==> src/rtl/flappy_pkg.sv <==
// Shared definitions for the flappy game stages: state encoding and screen/sprite geometry.
package flappy_pkg;

    // One-hot so the q_* outputs come straight from state flops
    typedef enum logic [2:0] {
        ST_INIT = 3'b001,
        ST_PLAY = 3'b010,
        ST_DONE = 3'b100
    } state_t;

    localparam int SCREEN_H  = 480;
    localparam int BIRD_SIZE = 16;
    localparam int PIPE_W    = 40;
    localparam int GAP_H     = 120;

endpackage

==> src/rtl/bird_hit_pipe.sv <==
// Two-stage geometry pipeline: stage 1 widens positions and forms box edges,
// stage 2 registers the individual comparisons; hit/pass are combined from stage 2.
module bird_hit_pipe
    import flappy_pkg::*;
(
    input  logic              Clk,
    input  logic              reset,
    input  logic              tick_valid,
    input  logic signed [9:0] Bird_X,
    input  logic signed [9:0] Bird_Y,
    input  logic signed [9:0] Pipe_X,
    input  logic        [9:0] Gap_Y,
    output logic              hit_v,
    output logic              pass_v,
    output logic              eval_valid
);

    logic signed [11:0] bx_w, by_w, px_w, gy_w;
    logic signed [11:0] bx, by, px, gy, br, bb, pr, gb;
    logic               v1, v2;
    logic               ceil_c, floor_c, xov_c, yout_c, pass_c;

    // Twelve bits leave headroom so edge sums never wrap
    assign bx_w = 12'(Bird_X);
    assign by_w = 12'(Bird_Y);
    assign px_w = 12'(Pipe_X);
    assign gy_w = $signed({2'b00, Gap_Y});

    always_ff @(posedge Clk) begin
        if (reset) begin
            v1 <= 1'b0;
            v2 <= 1'b0;
        end else begin
            v1 <= tick_valid;
            v2 <= v1;
        end
        bx <= bx_w;
        by <= by_w;
        px <= px_w;
        gy <= gy_w;
        br <= bx_w + 12'(BIRD_SIZE);
        bb <= by_w + 12'(BIRD_SIZE);
        pr <= px_w + 12'(PIPE_W);
        gb <= gy_w + 12'(GAP_H);

        ceil_c  <= (by < 12'sd0);
        floor_c <= (bb > 12'(SCREEN_H));
        xov_c   <= (br > px) && (bx < pr);
        yout_c  <= (by < gy) || (bb > gb);
        pass_c  <= (pr <= bx);
    end

    assign hit_v      = ceil_c | floor_c | (xov_c & yout_c);
    assign pass_v     = pass_c;
    assign eval_valid = v2;

endmodule

==> src/rtl/bird_collision_ctrl.sv <==
// Game-state controller: INIT/PLAY/DONE FSM, sticky hit flag, passed flag and
// saturating score, driven by per-frame evaluations from bird_hit_pipe.
module bird_collision_ctrl
    import flappy_pkg::*;
#(
    parameter int SCORE_W = 8
) (
    input  logic               Clk,
    input  logic               reset,
    input  logic               Start,
    input  logic               Ack,
    input  logic               FrameTick,
    input  logic signed [9:0]  Bird_X,
    input  logic signed [9:0]  Bird_Y,
    input  logic signed [9:0]  Pipe_X,
    input  logic        [9:0]  Gap_Y,
    output logic               q_Init,
    output logic               q_Play,
    output logic               q_Done,
    output logic               Hit,
    output logic [SCORE_W-1:0] Score,
    output logic               ScorePulse
);

    state_t state;
    logic   passed;
    logic   tick_valid, hit_v, pass_v, eval_valid;

    assign tick_valid = FrameTick && (state == ST_PLAY);

    bird_hit_pipe u_geom (
        .Clk        (Clk),
        .reset      (reset),
        .tick_valid (tick_valid),
        .Bird_X     (Bird_X),
        .Bird_Y     (Bird_Y),
        .Pipe_X     (Pipe_X),
        .Gap_Y      (Gap_Y),
        .hit_v      (hit_v),
        .pass_v     (pass_v),
        .eval_valid (eval_valid)
    );

    // Evaluations arriving outside PLAY belong to a finished game and are dropped
    always_ff @(posedge Clk) begin
        if (reset) begin
            state      <= ST_INIT;
            Score      <= '0;
            Hit        <= 1'b0;
            ScorePulse <= 1'b0;
            passed     <= 1'b0;
        end else begin
            ScorePulse <= 1'b0;
            unique case (state)
                ST_INIT: begin
                    if (Start) begin
                        state  <= ST_PLAY;
                        Score  <= '0;
                        Hit    <= 1'b0;
                        passed <= 1'b0;
                    end
                end
                ST_PLAY: begin
                    if (eval_valid) begin
                        if (hit_v) begin
                            state <= ST_DONE;
                            Hit   <= 1'b1;
                        end else if (pass_v) begin
                            if (!passed) begin
                                passed     <= 1'b1;
                                ScorePulse <= 1'b1;
                                if (Score != '1)
                                    Score <= Score + SCORE_W'(1);
                            end
                        end else begin
                            passed <= 1'b0;
                        end
                    end
                end
                ST_DONE: begin
                    if (Ack)
                        state <= ST_INIT;
                end
                default: state <= ST_INIT;
            endcase
        end
    end

    assign q_Init = (state == ST_INIT);
    assign q_Play = (state == ST_PLAY);
    assign q_Done = (state == ST_DONE);

endmodule

==> config.mk <==
export PLATFORM = sky130hd
export DESIGN_NAME = bird_collision_ctrl
export DESIGN_NICKNAME = d
export VERILOG_FILES = /design/src/rtl/flappy_pkg.sv /design/src/rtl/bird_hit_pipe.sv /design/src/rtl/bird_collision_ctrl.sv
export SDC_FILE = /design/constraint.sdc
export NUM_CORES = 1
export LEC_CHECK = 0
export BUFFER_PORTS_ARGS = -buffer_cell sky130_fd_sc_hd__buf_4
export CAP_MARGIN = 5
export CORE_ASPECT_RATIO = 1.5
export CORE_MARGIN = 1
export CORE_UTILIZATION = 41
export CTS_BUF_LIST = sky130_fd_sc_hd__clkbuf_16
export CTS_CLUSTER_DIAMETER = 80
export CTS_CLUSTER_SIZE = 28
export DETAILED_ROUTE_END_ITERATION = 7
export HOLD_SLACK_MARGIN = 0.02
export REMOVE_ABC_BUFFERS = 1
export SLEW_MARGIN = 20
export SYNTH_ARGS = -nofsm -noshare
export SYNTH_HDL_FRONTEND = slang
export SYNTH_SLANG_ARGS = --single-unit
==> constraint.sdc <==
create_clock -name Clk -period 2.39 [get_ports Clk]
set_input_delay 0.478 -clock Clk [delete_from_list [all_inputs] [get_ports Clk]]
set_output_delay 0.478 -clock Clk [all_outputs]
set_load 0.1 [all_outputs]
# After elaboration in Yosys (flattened, before gate mapping)
# Index checks and enable logic that the tools add are counted.
[word_totals]
register_bits = 109
word_cells = 80
[classes]
eq_ne = 12
magnitude_cmp = 7
n_reduce_logical = 9
n_mux = 21
n_bitwise = 6
addsub = 5
[op_table]
columns = ["operator", "count"]
rows = [
  ["two-way mux 8 bit", 6],
  ["adder 10 x 6 -> 11 bit, second input constant", 2],
  ["adder 10 x 7 -> 11 bit, second input constant", 2],
  ["one-hot mux 8 bit (2 select lines)", 1],
  ["greater-than comparator 12 x 10 -> 1 bit", 1],
  ["greater-than comparator 12 x 10 -> 1 bit, second input constant", 1],
  ["greater-than comparator 12 bit", 1],
  ["<= comparator 12 x 10 -> 1 bit", 1],
  ["less-than comparator 10 x 12 -> 1 bit", 1],
  ["two-way mux 3 bit", 4],
  ["AND reduction 4 bit", 3],
  ["less-than comparator 10 x 11 -> 1 bit", 1],
  ["less-than comparator 10 x 1 -> 1 bit, second input constant", 1],
  ["one-hot mux 3 bit (3 select lines)", 1],
  ["adder 8 x 1 -> 8 bit, second input constant", 1],
  ["inequality test 2 x 1 -> 1 bit, second input constant", 4],
  ["inequality test 2 bit, second input constant", 4],
  ["inequality test 8 bit, second input constant", 1],
  ["two-way mux 1 bit", 7],
  ["AND reduction 7 bit", 1],
  ["OR reduction 5 bit", 1],
  ["one-hot mux 1 bit (2 select lines)", 2],
  ["equality test 3 x 1 -> 1 bit, second input constant", 1],
  ["equality test 3 x 2 -> 1 bit, second input constant", 1],
  ["other kinds (7)", 11],
]

# Longest topological paths before layout
# Gate-level depths: netlist of run 1.
[depth]
word_depth = 7
mapped_depth = 7
depth_no_buf = 7

# By module
# Synthesis of run 1 repeated with hierarchy kept, for this count alone.
[unflattened]
cells_unflattened = 362
hier_area_um2 = 3763.6
[by_module_without_submodules]
columns = ["mod", "area_per_inst_um2", "cells_per_inst", "instances", "seq_area_each_um2"]
rows = [
  ["bird_hit_pipe", 2975.4, 276, 1, 1541.5],
  ["bird_collision_ctrl", 788.3, 86, 1, 280.3],
]

# Worst setup path after synthesis of run 1
# OpenSTA, ideal clock, no wires.
[synth_timing]
path_type = "register -> register"
from = "register state[2]"
to = "register state[0]"
t_arrival_ns = 3.216
setup_ns = 0.114
slack_ns = -0.940
path_stages_with_launch = 5
cell_sequence = "dfxtp_1 -> nor3b_1 -> nor2b_1 -> nor2_1 -> a21o_1"
[synth_via]
elab_chain_len = 3
word_cells_on_any_way = 9
[synth_lines]
columns = ["item", "line_no", "source"]
rows = [
  ["start, declared", "bird_collision_ctrl.sv:25", "state_t state;"],
  ["start signal, assigned", "bird_collision_ctrl.sv:47", "state <= ST_INIT;"],
  ["start signal, assigned", "bird_collision_ctrl.sv:57", "state <= ST_PLAY;"],
  ["start signal, assigned", "bird_collision_ctrl.sv:66", "state <= ST_DONE;"],
  ["equality test 3 bit *", "--", ""],
  ["named net q_Done", "bird_collision_ctrl.sv:19", "output logic q_Done,"],
  ["inequality test 2 bit (no source line)", "--", ""],
  ["AND reduction 4 bit (no source line)", "--", ""],
]
# Mark *: on every way through the listed nets, which the timed path passes. The rest lies on a longest branch.
# A chain may end at the register's enable or synchronous reset.

# Worst setup path in the final report of run 1
[layout_timing]
from = "register state[1]"
to = "output q_Play"
[layout_via]
elab_chain_len = 1
[layout_lines]
columns = ["item", "line_no", "source"]
rows = [
  ["equality test 3 x 2 -> 1 bit", "bird_collision_ctrl.sv:90", "assign q_Play = (state == ST_PLAY);"],
  ["end, declared", "bird_collision_ctrl.sv:18", "output logic q_Play,"],
]
# No other way between the ends.

==> impl_metrics.csv, run 1 <==
group,metric,value,unit
status,run_status,"complete, no violations",
synth,ys_types,46,
drt,num_vias,2686,
drt,vias_per_cell,5.00,
sta,final-max-slew-violation-count,0,
placed_design,place.gp.congestion,0.796,
synth,synth-xor-area-share,4.31,%
sta,final.setup_skew,0.00384,ns
power_and_ir_drop,netSwitchingPower,0.817,mW
sta,final.period_utilization,85.3,%
cells_and_area,final_layout_size_suffix_gt1_share,18.8,%
cells_and_area,postLayoutCoreUtil,52.7,%
synth,synthArstFlopShare,0,%
placed_design,io_buf_count,57,
synth,yosys_register_bits,91,
clock_network,path_clk_slew,0.06,ns
power_and_ir_drop,power_frac_clock,38.5,%
global_routing,gr-total-overflow,0,
synth,post_synth_mux_area_share,0.308,%
sta,setup_viol,0,
sta,worst-slew-pin-transition,0.451,ns
critical_path,critPathMaxFanout,13,
global_routing,pin_count_of_the_biggest_net_entering_global_routing,18,
synth,syn_area_per_cell,10.2,µm²
hold_path,min_path_type,"in -> reg",
clock_network,cts_num_sinks,91,
cells_and_area,fillerInstances,804,
clock_network,cts_root_buffer,"sky130_fd_sc_hd__clkbuf_16",
floorplan,die_w,79.1,µm
cells_and_area,syn_to_final_growth,22.7,%
floorplan,num_io_pins,58,
synth,synth_simple_gate_area_share,14.2,%
cells_and_area,multi_input_area,1650,µm²
global_routing,grt_antenna_before_repair,0,
clock_network,max-clock-path-buffers,2,
drt,first_pass_iters,4,
power_and_ir_drop,worst_ir_drop_vdd,456,µV
clock_network,post_cts.repair.setup_buffers,0,
critical_path,worstSetupStartpointType,"flip-flop",
drt,drt_drc_violations_left,0,
floorplan,rows,41,
sta,setup_repair_after_global_routing_missed_its_margin,"no",
synth,synth_compound_area_share,11.7,%
synth,netlist_instances,359,
clock_network,cts_repair_resize_count,0,
sta,timing.slew.headroom,69.9,%
clock_network,hold_buffers,0,
clock_network,clock_latency,0.34,ns
synth,synth_top_cell_by_area,"sky130_fd_sc_hd__dfxtp_1",
synth,count_leader_synth,"sky130_fd_sc_hd__dfxtp_1",
synth,synth_top_area_share,49.8,%
synth,ys_top_cells_by_area,"sky130_fd_sc_hd__dfxtp_1, sky130_fd_sc_hd__ha_1, sky130_fd_sc_hd__inv_1",
power_and_ir_drop,power_leakage,2.05,nW
power_and_ir_drop,internal-power,2.48,mW
floorplan,fp.dieH,118,µm
global_routing,wire_length_of_the_first_global_routing_pass,12000,µm
power_and_ir_drop,p_per_area,735,nW/µm²
floorplan,core_area,8520,µm²
synth,synth.cells.most_frequent,"sky130_fd_sc_hd__dfxtp_1, sky130_fd_sc_hd__inv_1, sky130_fd_sc_hd__ha_1",
drt,drt_wl_total,7000,µm
placed_design,detailed_place_hpwl,5560,µm
synth,synthesis.yosys.warnings,0,
clock_network,numCtsBuffers,9,
power_and_ir_drop,seq_power_share,50.0,%
cells_and_area,design.final.nets,513,
synth,synth-seq-area-share,49.8,%
cells_and_area,layout.area.seq,1820,µm²
synth,yosys_most_used_dff,"sky130_fd_sc_hd__dfxtp_1",
power_and_ir_drop,combinational_group_share_of_total_power,11.5,%
floorplan,floorplan.die_area,9320,µm²
job,timing.max_cap.violations,0,
drt,drt_iter0_drc,110,
synth,synth_edf_count,0,
sta,final_hold_vios,0,
critical_path,worst_ep_required_time,1.91,ns
sta,fmax,490,MHz
drt,wl_per_cell,13.0,µm
critical_path,worst_setup_path_end_kind,"output pin",
cells_and_area,antenna-diode-count,0,
sta,final.min_clock_period,2.04,ns
critical_path,path_class,"reg -> out",
floorplan,start_util,43.0,%
drt,ant_nets,0,
synth,synth.cell_area,3660,µm²
synth,main_combinational_cell_family_by_area_after_synthesis,"adder cells",
critical_path,worstPathArrival,1.56,ns
clock_network,cts_tree,"yes",
synth,post_synth_adder_cell_area,14.7,%
global_routing,first_global_vias,2686,
clock_network,ctsHtreeMaxLevel,3,
sta,final.setup.tns,0,ns
power_and_ir_drop,sw_frac_of_total,24.7,%
global_routing,overall_track_demand_over_capacity_in_global_routing,16.9,%
[cell families (layout without fill, tap and decap cells)]
kind of cell	after synthesis	count (layout)
AND/OR/NAND/NOR	94	94
flip-flops	91	91
buffers and inverters	49	120
AO/OA/AOI/OAI	63	63
multiplexers	1	1
adder cells (fa/ha/maj)	43	43
XOR/XNOR	18	18
[worst max-delay path: stages, from the launching register on]
cell and delay (ns):
sky130_fd_sc_hd__dfxtp_1 0.37, sky130_fd_sc_hd__nor3b_4 0.30, sky130_fd_sc_hd__buf_4 0.24, sky130_fd_sc_hd__buf_4 0.31
[cell usage in the layout, fill, tap and decap left out, types with 8 or more instances in the layout]
cell type	netlist	routed
sky130_fd_sc_hd__nand4_1	9	9
sky130_fd_sc_hd__ha_1	43	43
sky130_fd_sc_hd__nand3_1	24	24
sky130_fd_sc_hd__a21oi_1	19	19
sky130_fd_sc_hd__xnor2_1	12	12
sky130_fd_sc_hd__o21ai_0	8	8
sky130_fd_sc_hd__inv_1	45	45
sky130_fd_sc_hd__clkbuf_16	0	9
sky130_fd_sc_hd__nor2_1	17	17
sky130_fd_sc_hd__nand2_1	12	12
sky130_fd_sc_hd__dfxtp_1	91	91
sky130_fd_sc_hd__buf_4	0	59
[stage by stage]
stage          cell area [µm²]  std cells  setup WS, ns  hold WS [ns]  power [mW]
2_1_floorplan             3640        355        -0.986         0.332        1.91
3_3_place_gp              4220        521         0.576         0.342        2.06
3_5_place_dp              4220        521         0.563         0.351        2.07
4_1_cts                   4490        537         0.336         0.225        3.35
5_1_grt                   4490        537         0.242         0.221        3.48
6_report                  4490        537         0.351         0.239        3.30
[path summary, 6_finish.rpt]
path	start	to	slack (ns)	depth (start not counted)
max	state[1]	q_Play	0.35	3
min	Gap_Y[1]	u_geom.gy[1]	0.24	1
max reg2reg	u_geom.xov_c	Score[7]	0.54	5
min reg2reg	u_geom.by[9]	u_geom.ceil_c	0.37	0
[registers in the layout, indices dropped and copies added (netlist names), 3 cells and up]
register	cells
state	3
Score	8
u_geom.px	10
u_geom.bx	10
u_geom.bb	7
u_geom.by	10
u_geom.gb	8
u_geom.br	7
u_geom.gy	10
u_geom.pr	8
[layout make-up]
class	count	area share [%]
flip-flops and latches	91	40.6
well taps	107	2.98
multi-input cells	219	36.8
clock buffers	9	5.01
clock inverters	7	1.00
inverters	45	3.76
repair buffers	59	9.86
[power by group through the flow]
stage / clock network (mW) / registers [mW] / logic, mW
after floorplan: 0 / 1.67 / 0.237
after global placement: 0 / 1.68 / 0.375
after detailed placement: 0 / 1.69 / 0.383
after CTS: 1.31 / 1.65 / 0.386
after global routing: 1.38 / 1.66 / 0.435
final: 1.27 / 1.65 / 0.380
[per-layer routing]
metal,up-vias,part of all wire (%),GRT usage [%]
met5,-,0,0
met4,0,1.4,6.82
met3,9,4.0,4.50
met2,56,54,30.8
met1,1234,40,17.8
li1,1387,-,-
Note: power is estimated with default switching activity, not from simulation.
==> run 2: changes to the inputs <==
--- a/config.mk
+++ b/config.mk
@@ -15,6 +15,7 @@
 export CTS_CLUSTER_SIZE = 28
 export DETAILED_ROUTE_END_ITERATION = 7
 export HOLD_SLACK_MARGIN = 0.02
+export PLACE_DENSITY = 0.65
 export REMOVE_ABC_BUFFERS = 1
 export SLEW_MARGIN = 20
 export SYNTH_ARGS = -nofsm -noshare
==> run 2 against run 1 <==
Setup slack improved by 0.081 ns. Largest power group unchanged. Sequential power about the same. Count of clock-buffer cells in the layout unchanged. Routed wire length increased by 0.89%. Largest cell class unchanged. Global-route usage decreased by 0.080 points. Register-to-register slack about the same. Die area unchanged. Core utilization increased by 0.72 points. Via count increased by 1.0%. First-iteration DRC count increased by 6.4%. Sequential cell count unchanged.
==> impl_metrics.csv, run 2 (synthesized netlist as in run 1, its figures left out) <==
group,metric,value,unit
global_routing,pin_count_of_the_biggest_net_entering_global_routing,18,
drt,wl_per_cell,13.2,µm
placed_design,io_buf_count,57,
global_routing,wire_length_of_the_first_global_routing_pass,12100,µm
clock_network,cts_repair_resize_count,0,
drt,num_vias,2714,
drt,drt_wl_total,7070,µm
clock_network,post_cts.repair.setup_buffers,0,
sta,final.setup_skew,0.00305,ns
critical_path,worstSetupStartpointType,"flip-flop",
power_and_ir_drop,internal-power,2.80,mW
placed_design,pre_cts_slack,0.546,ns
global_routing,grt_antenna_before_repair,0,
placed_design,dp_cells,521,
power_and_ir_drop,power_frac_clock,43.2,%
cells_and_area,layout.cells.most_common_list,"sky130_fd_sc_hd__dfxtp_1, sky130_fd_sc_hd__buf_4, sky130_fd_sc_hd__inv_1",
sta,timing.slew.headroom,67.4,%
critical_path,worstPathArrival,1.48,ns
drt,first_pass_iters,4,
sta,worst-slew-pin-transition,0.483,ns
clock_network,max-clock-path-buffers,2,
global_routing,overall_track_demand_over_capacity_in_global_routing,16.8,%
critical_path,worst_setup_path_end_kind,"output pin",
drt,drt_iter0_drc,117,
job,timing.max_cap.violations,0,
placed_design,detailed_place_hpwl,5550,µm
sta,final.setup.tns,0,ns
sta,final.min_clock_period,1.96,ns
drt,vias_per_cell,5.06,
power_and_ir_drop,p_per_area,786,nW/µm²
critical_path,critPathMaxFanout,16,
cells_and_area,final_cell_count_no_fill,536,
floorplan,die_w,79.1,µm
power_and_ir_drop,combinational_group_share_of_total_power,10.7,%
critical_path,critPathBufInv,2,
power_and_ir_drop,netSwitchingPower,0.781,mW
power_and_ir_drop,seq_power_share,46.1,%
critical_path,crit_top_cell,"sky130_fd_sc_hd__buf_4",
floorplan,rows,41,
cells_and_area,final_layout_size_suffix_gt1_share,18.4,%
power_and_ir_drop,worst_ir_drop_vdd,500,µV
sta,fmax,511,MHz
cells_and_area,fillerInstances,792,
critical_path,max_stage_delay,0.36,ns
floorplan,fp.dieH,118,µm
status,run_status,"complete, no violations",
critical_path,path_class,"reg -> out",
sta,setup_viol,0,
drt,ant_nets,0,
critical_path,critical_path.top_delay_family,"buffers and inverters",
clock_network,path_clk_slew,0.06,ns
cells_and_area,antenna-diode-count,0,
sta,post-route-worst-setup-slack,0.432,ns
clock_network,numCtsBuffers,9,
cells_and_area,post-route-cell-area,4550,µm²
floorplan,start_util,43.0,%
sta,setup_repair_after_global_routing_missed_its_margin,"no",
critical_path,worst_path_max_delay_cell,"sky130_fd_sc_hd__dfxtp_1",
cells_and_area,syn_to_final_growth,24.4,%
placed_design,place.gp.congestion,0.825,
floorplan,floorplan.die_area,9320,µm²
global_routing,first_global_vias,2862,
sta,final.period_utilization,81.9,%
sta,final-max-slew-violation-count,0,
cells_and_area,design.final.nets,513,
clock_network,cts_num_sinks,91,
floorplan,num_io_pins,58,
hold_path,min_path_type,"in -> reg",
critical_path,worst_ep_required_time,1.91,ns
global_routing,gr-total-overflow,0,
floorplan,core_area,8520,µm²
cells_and_area,most_common_library_cell_in_the_layout_ignoring_fill_and_taps,"sky130_fd_sc_hd__dfxtp_1",
clock_network,cts_tree,"yes",
cells_and_area,postLayoutCoreUtil,53.5,%
critical_path,cp_cell_sequence,"nor3b_4, buf_4, buf_4",
drt,drt_drc_violations_left,0,
clock_network,cts_root_buffer,"sky130_fd_sc_hd__clkbuf_16",
clock_network,hold_buffers,0,
clock_network,clock_latency,0.33,ns
power_and_ir_drop,sw_frac_of_total,21.8,%
power_and_ir_drop,power_leakage,2.09,nW
placed_design,placement.cell_area,4220,µm²
sta,final_hold_vios,0,
clock_network,ctsHtreeMaxLevel,3,
-- run 2: worst register-to-register path: stages, from the launching register on --
cell and delay (ns):
sky130_fd_sc_hd__dfxtp_1 0.33, sky130_fd_sc_hd__inv_1 0.05, sky130_fd_sc_hd__ha_1 0.32, sky130_fd_sc_hd__nor2b_1 0.15, sky130_fd_sc_hd__o211ai_1 0.15, sky130_fd_sc_hd__a211oi_1 0.10, sky130_fd_sc_hd__or4_1 0.51, sky130_fd_sc_hd__a2bb2oi_1 0.16
-- run 2: per-stage QoR --
step | total power, mW | hold slack (ns)
after floorplan | 1.91 | 0.332
after global placement | 2.05 | 0.342
after detailed placement | 2.07 | 0.345
after CTS | 3.62 | 0.237
after global routing | 3.74 | 0.231
final | 3.58 | 0.243
-- run 2: per-layer routing --
layer  vias up  global-route usage [%]  wire length [µm]
li1       1389                       -                 -
met1      1254                    15.7              2540
met2        60                    32.7              4090
met3        11                    4.42               284
met4         0                    7.27               155
met5         -                       0                 0
-- run 2: cell type report --
cell class / count / area, µm² / area share (%)
flip-flops and latches: 91 / 1820 / 40.0
multi-input cells: 219 / 1650 / 36.3
repair buffers: 59 / 443 / 9.73
clock buffers: 9 / 225 / 4.95
inverters: 45 / 169 / 3.71
well taps: 107 / 134 / 2.94
clock inverters: 6 / 106 / 2.34
-- run 2: final timing paths --
| path | start | endpoint | slack, ns | cells past startpoint |
|---|---|---|---|---|
| setup / recovery | state[1] | q_Play | 0.43 | 3 |
| hold / removal | Bird_Y[3] | u_geom.by[3] | 0.24 | 1 |
| setup reg to reg | u_geom.px[1] | u_geom.xov_c | 0.55 | 7 |
| hold reg to reg | u_geom.by[9] | u_geom.ceil_c | 0.35 | 0 |
-- run 2: power groups by stage --
stage	clock, mW	sequential, mW	combinational (mW)
after detailed placement	0	1.68	0.382
after global routing	1.65	1.66	0.433
after CTS	1.58	1.65	0.388
final	1.55	1.65	0.382
after global placement	0	1.68	0.371
after floorplan	0	1.67	0.237
==> run 3: changes to the inputs <==
--- a/config.mk
+++ b/config.mk
@@ -15,7 +15,7 @@
 export CTS_CLUSTER_SIZE = 28
 export DETAILED_ROUTE_END_ITERATION = 7
 export HOLD_SLACK_MARGIN = 0.02
-export PLACE_DENSITY = 0.65
+export PLACE_DENSITY = 0.67
 export REMOVE_ABC_BUFFERS = 1
 export SLEW_MARGIN = 20
 export SYNTH_ARGS = -nofsm -noshare
==> constraint.sdc (replaced) <==
create_clock -name Clk -period 1.7 [get_ports Clk]
set_input_delay 0.34 -clock Clk [delete_from_list [all_inputs] [get_ports Clk]]
set_output_delay 0.34 -clock Clk [all_outputs]
set_load 0.1 [all_outputs]
==> run 3 against run 2 <==
The run now ends with negative setup slack left. Setup slack worse by 0.51 ns. Worst hold slack worse by 0.14 ns. Critical path depth increased by 4. Critical path type is now reg -> reg.
==> impl_metrics.csv, run 3 (synthesized netlist as in run 1, its figures left out) <==
group,metric,value,unit
status,run_status,"finished, violations left",
cells_and_area,multi_input_area,1780,µm²
power_and_ir_drop,sw_frac_of_total,22.4,%
hold_path,min_path_type,"in -> reg",
job,timing.max_cap.violations,0,
power_and_ir_drop,power_frac_clock,44.6,%
cells_and_area,design.final.nets,527,
drt,num_vias,2752,
critical_path,worstSetupStartpointType,"flip-flop",
floorplan,floorplan.die_area,9320,µm²
sta,final.period_utilization,105,%
drt,vias_per_cell,4.99,
drt,ant_nets,0,
sta,worst_slack_on_hold_paths,0.0979,ns
sta,fmax,561,MHz
power_and_ir_drop,seq_power_share,43.5,%
floorplan,die_w,79.1,µm
sta,setup_viol,1,
placed_design,detailed_place_hpwl,5550,µm
drt,first_pass_iters,4,
sta,final_hold_vios,0,
sta,final.setup.tns,-0.0831,ns
cells_and_area,antenna-diode-count,0,
floorplan,rows,41,
drt,wl_per_cell,13.7,µm
drt,drt_wl_total,7540,µm
placed_design,placement.cell_area,4320,µm²
power_and_ir_drop,internal-power,4.16,mW
cells_and_area,final_layout_size_suffix_gt1_share,27.0,%
floorplan,core_area,8520,µm²
cells_and_area,most_common_library_cell_in_the_layout_ignoring_fill_and_taps,"sky130_fd_sc_hd__dfxtp_1",
sta,timing.slew.headroom,68.5,%
global_routing,gr-total-overflow,0,
sta,final.setup_skew,0.00632,ns
cells_and_area,layout.cells.most_common_list,"sky130_fd_sc_hd__dfxtp_1, sky130_fd_sc_hd__buf_4, sky130_fd_sc_hd__inv_1",
critical_path,path_class,"reg -> reg",
global_routing,first_global_vias,2799,
clock_network,ctsHtreeMaxLevel,3,
floorplan,fp.dieH,118,µm
clock_network,clock_latency,0.34,ns
cells_and_area,layout.area.seq,1830,µm²
clock_network,path_clk_slew,0.06,ns
global_routing,grt_antenna_before_repair,0,
drt,drt_drc_violations_left,0,
placed_design,io_buf_count,57,
sta,post-route-worst-setup-slack,-0.0831,ns
cells_and_area,post-route-cell-area,4830,µm²
clock_network,max-clock-path-buffers,2,
sta,worst-slew-pin-transition,0.466,ns
critical_path,worst_ep_required_time,1.98,ns
status,violations,"negative setup slack",
power_and_ir_drop,total_power,5.35,mW
global_routing,wire_length_of_the_first_global_routing_pass,12400,µm
clock_network,cts_num_sinks,91,
critical_path,worst_setup_path_end_kind,"flip-flop",
cells_and_area,syn_to_final_growth,32.0,%
floorplan,num_io_pins,58,
power_and_ir_drop,worst_ir_drop_vdd,688,µV
floorplan,start_util,43.0,%
critical_path,critPathMaxFanout,2,
power_and_ir_drop,p_per_area,1110,nW/µm²
global_routing,pin_count_of_the_biggest_net_entering_global_routing,18,
cells_and_area,fillerInstances,750,
placed_design,dp_cells,534,
critical_path,worstPathArrival,2.06,ns
clock_network,cts_root_buffer,"sky130_fd_sc_hd__clkbuf_16",
drt,drt_iter0_drc,104,
clock_network,numCtsBuffers,9,
sta,setup_repair_after_global_routing_missed_its_margin,"yes",
clock_network,cts_tree,"yes",
power_and_ir_drop,netSwitchingPower,1.20,mW
placed_design,place.gp.congestion,0.822,
global_routing,overall_track_demand_over_capacity_in_global_routing,17.5,%
sta,final.min_clock_period,1.78,ns
sta,final-max-slew-violation-count,0,
power_and_ir_drop,power_leakage,2.19,nW
cells_and_area,final_cell_count_no_fill,551,
power_and_ir_drop,combinational_group_share_of_total_power,11.8,%
-- run 3: repair_timing --
item                                    4_1_cts  5_1_grt
pin swaps                                     5       11
gates resized for setup                       9       24
endpoints found under the setup margin        4       10
setup buffers                                 1        0
hold buffers                                  0        0
-- run 3: area by class of cell --
type | instances | area share (%)
sequential | 91 | 37.8
timing repair buffer | 73 | 11.5
tap | 107 | 2.77
clock buffer | 9 | 4.66
clock inverter | 7 | 2.90
inverter | 45 | 3.50
multi-input combinational | 219 | 36.8
-- run 3: metal layers --
layer  part of all wire [%]  track usage [%]  vias to the layer above
met5                      0                0                        -
met4                    3.6             11.3                        0
met3                    2.7             2.56                       18
met2                     56             32.7                       51
met1                     37             17.1                     1269
li1                       -                -                     1414
-- run 3: power by group through the flow --
| stage | Clock, mW | Combinational (mW) | Sequential, mW |
|---|---|---|---|
| after global placement | 0 | 0.551 | 2.37 |
| after CTS | 2.44 | 0.584 | 2.32 |
| final | 2.39 | 0.634 | 2.33 |
| after detailed placement | 0 | 0.567 | 2.37 |
| after global routing | 2.52 | 0.707 | 2.34 |
| after floorplan | 0 | 0.333 | 2.35 |
-- run 3: stage by stage --
stage | util [%] | worst slack, ns
CTS | 55.5 | -0.0956
detailed placement | 50.7 | -0.115
floorplan | - | -1.68
global route | 56.7 | -0.157
finish | 56.7 | -0.0831
global placement | 50.7 | -0.0631
-- run 3: worst max-delay path, cell delays in order, from the launching register on --
cell                        delay, ns
sky130_fd_sc_hd__dfxtp_2         0.33
sky130_fd_sc_hd__inv_2           0.04
sky130_fd_sc_hd__ha_4            0.20
sky130_fd_sc_hd__nor2b_1         0.13
sky130_fd_sc_hd__o211ai_1        0.25
sky130_fd_sc_hd__a211oi_2        0.12
sky130_fd_sc_hd__or4_1           0.52
sky130_fd_sc_hd__a2bb2oi_2       0.12
-- run 3: path summary, 6_finish.rpt --
check | slack, ns | from | endpoint | depth (start not counted)
worst min register to register | 0.36 | u_geom.by[9] | u_geom.ceil_c | 0
worst max-delay path | -0.08 | u_geom.px[1] | u_geom.xov_c | 7
worst min-delay path | 0.1 | Bird_Y[3] | u_geom.by[3] | 1
worst max register to register | -0.08 | u_geom.px[1] | u_geom.xov_c | 7
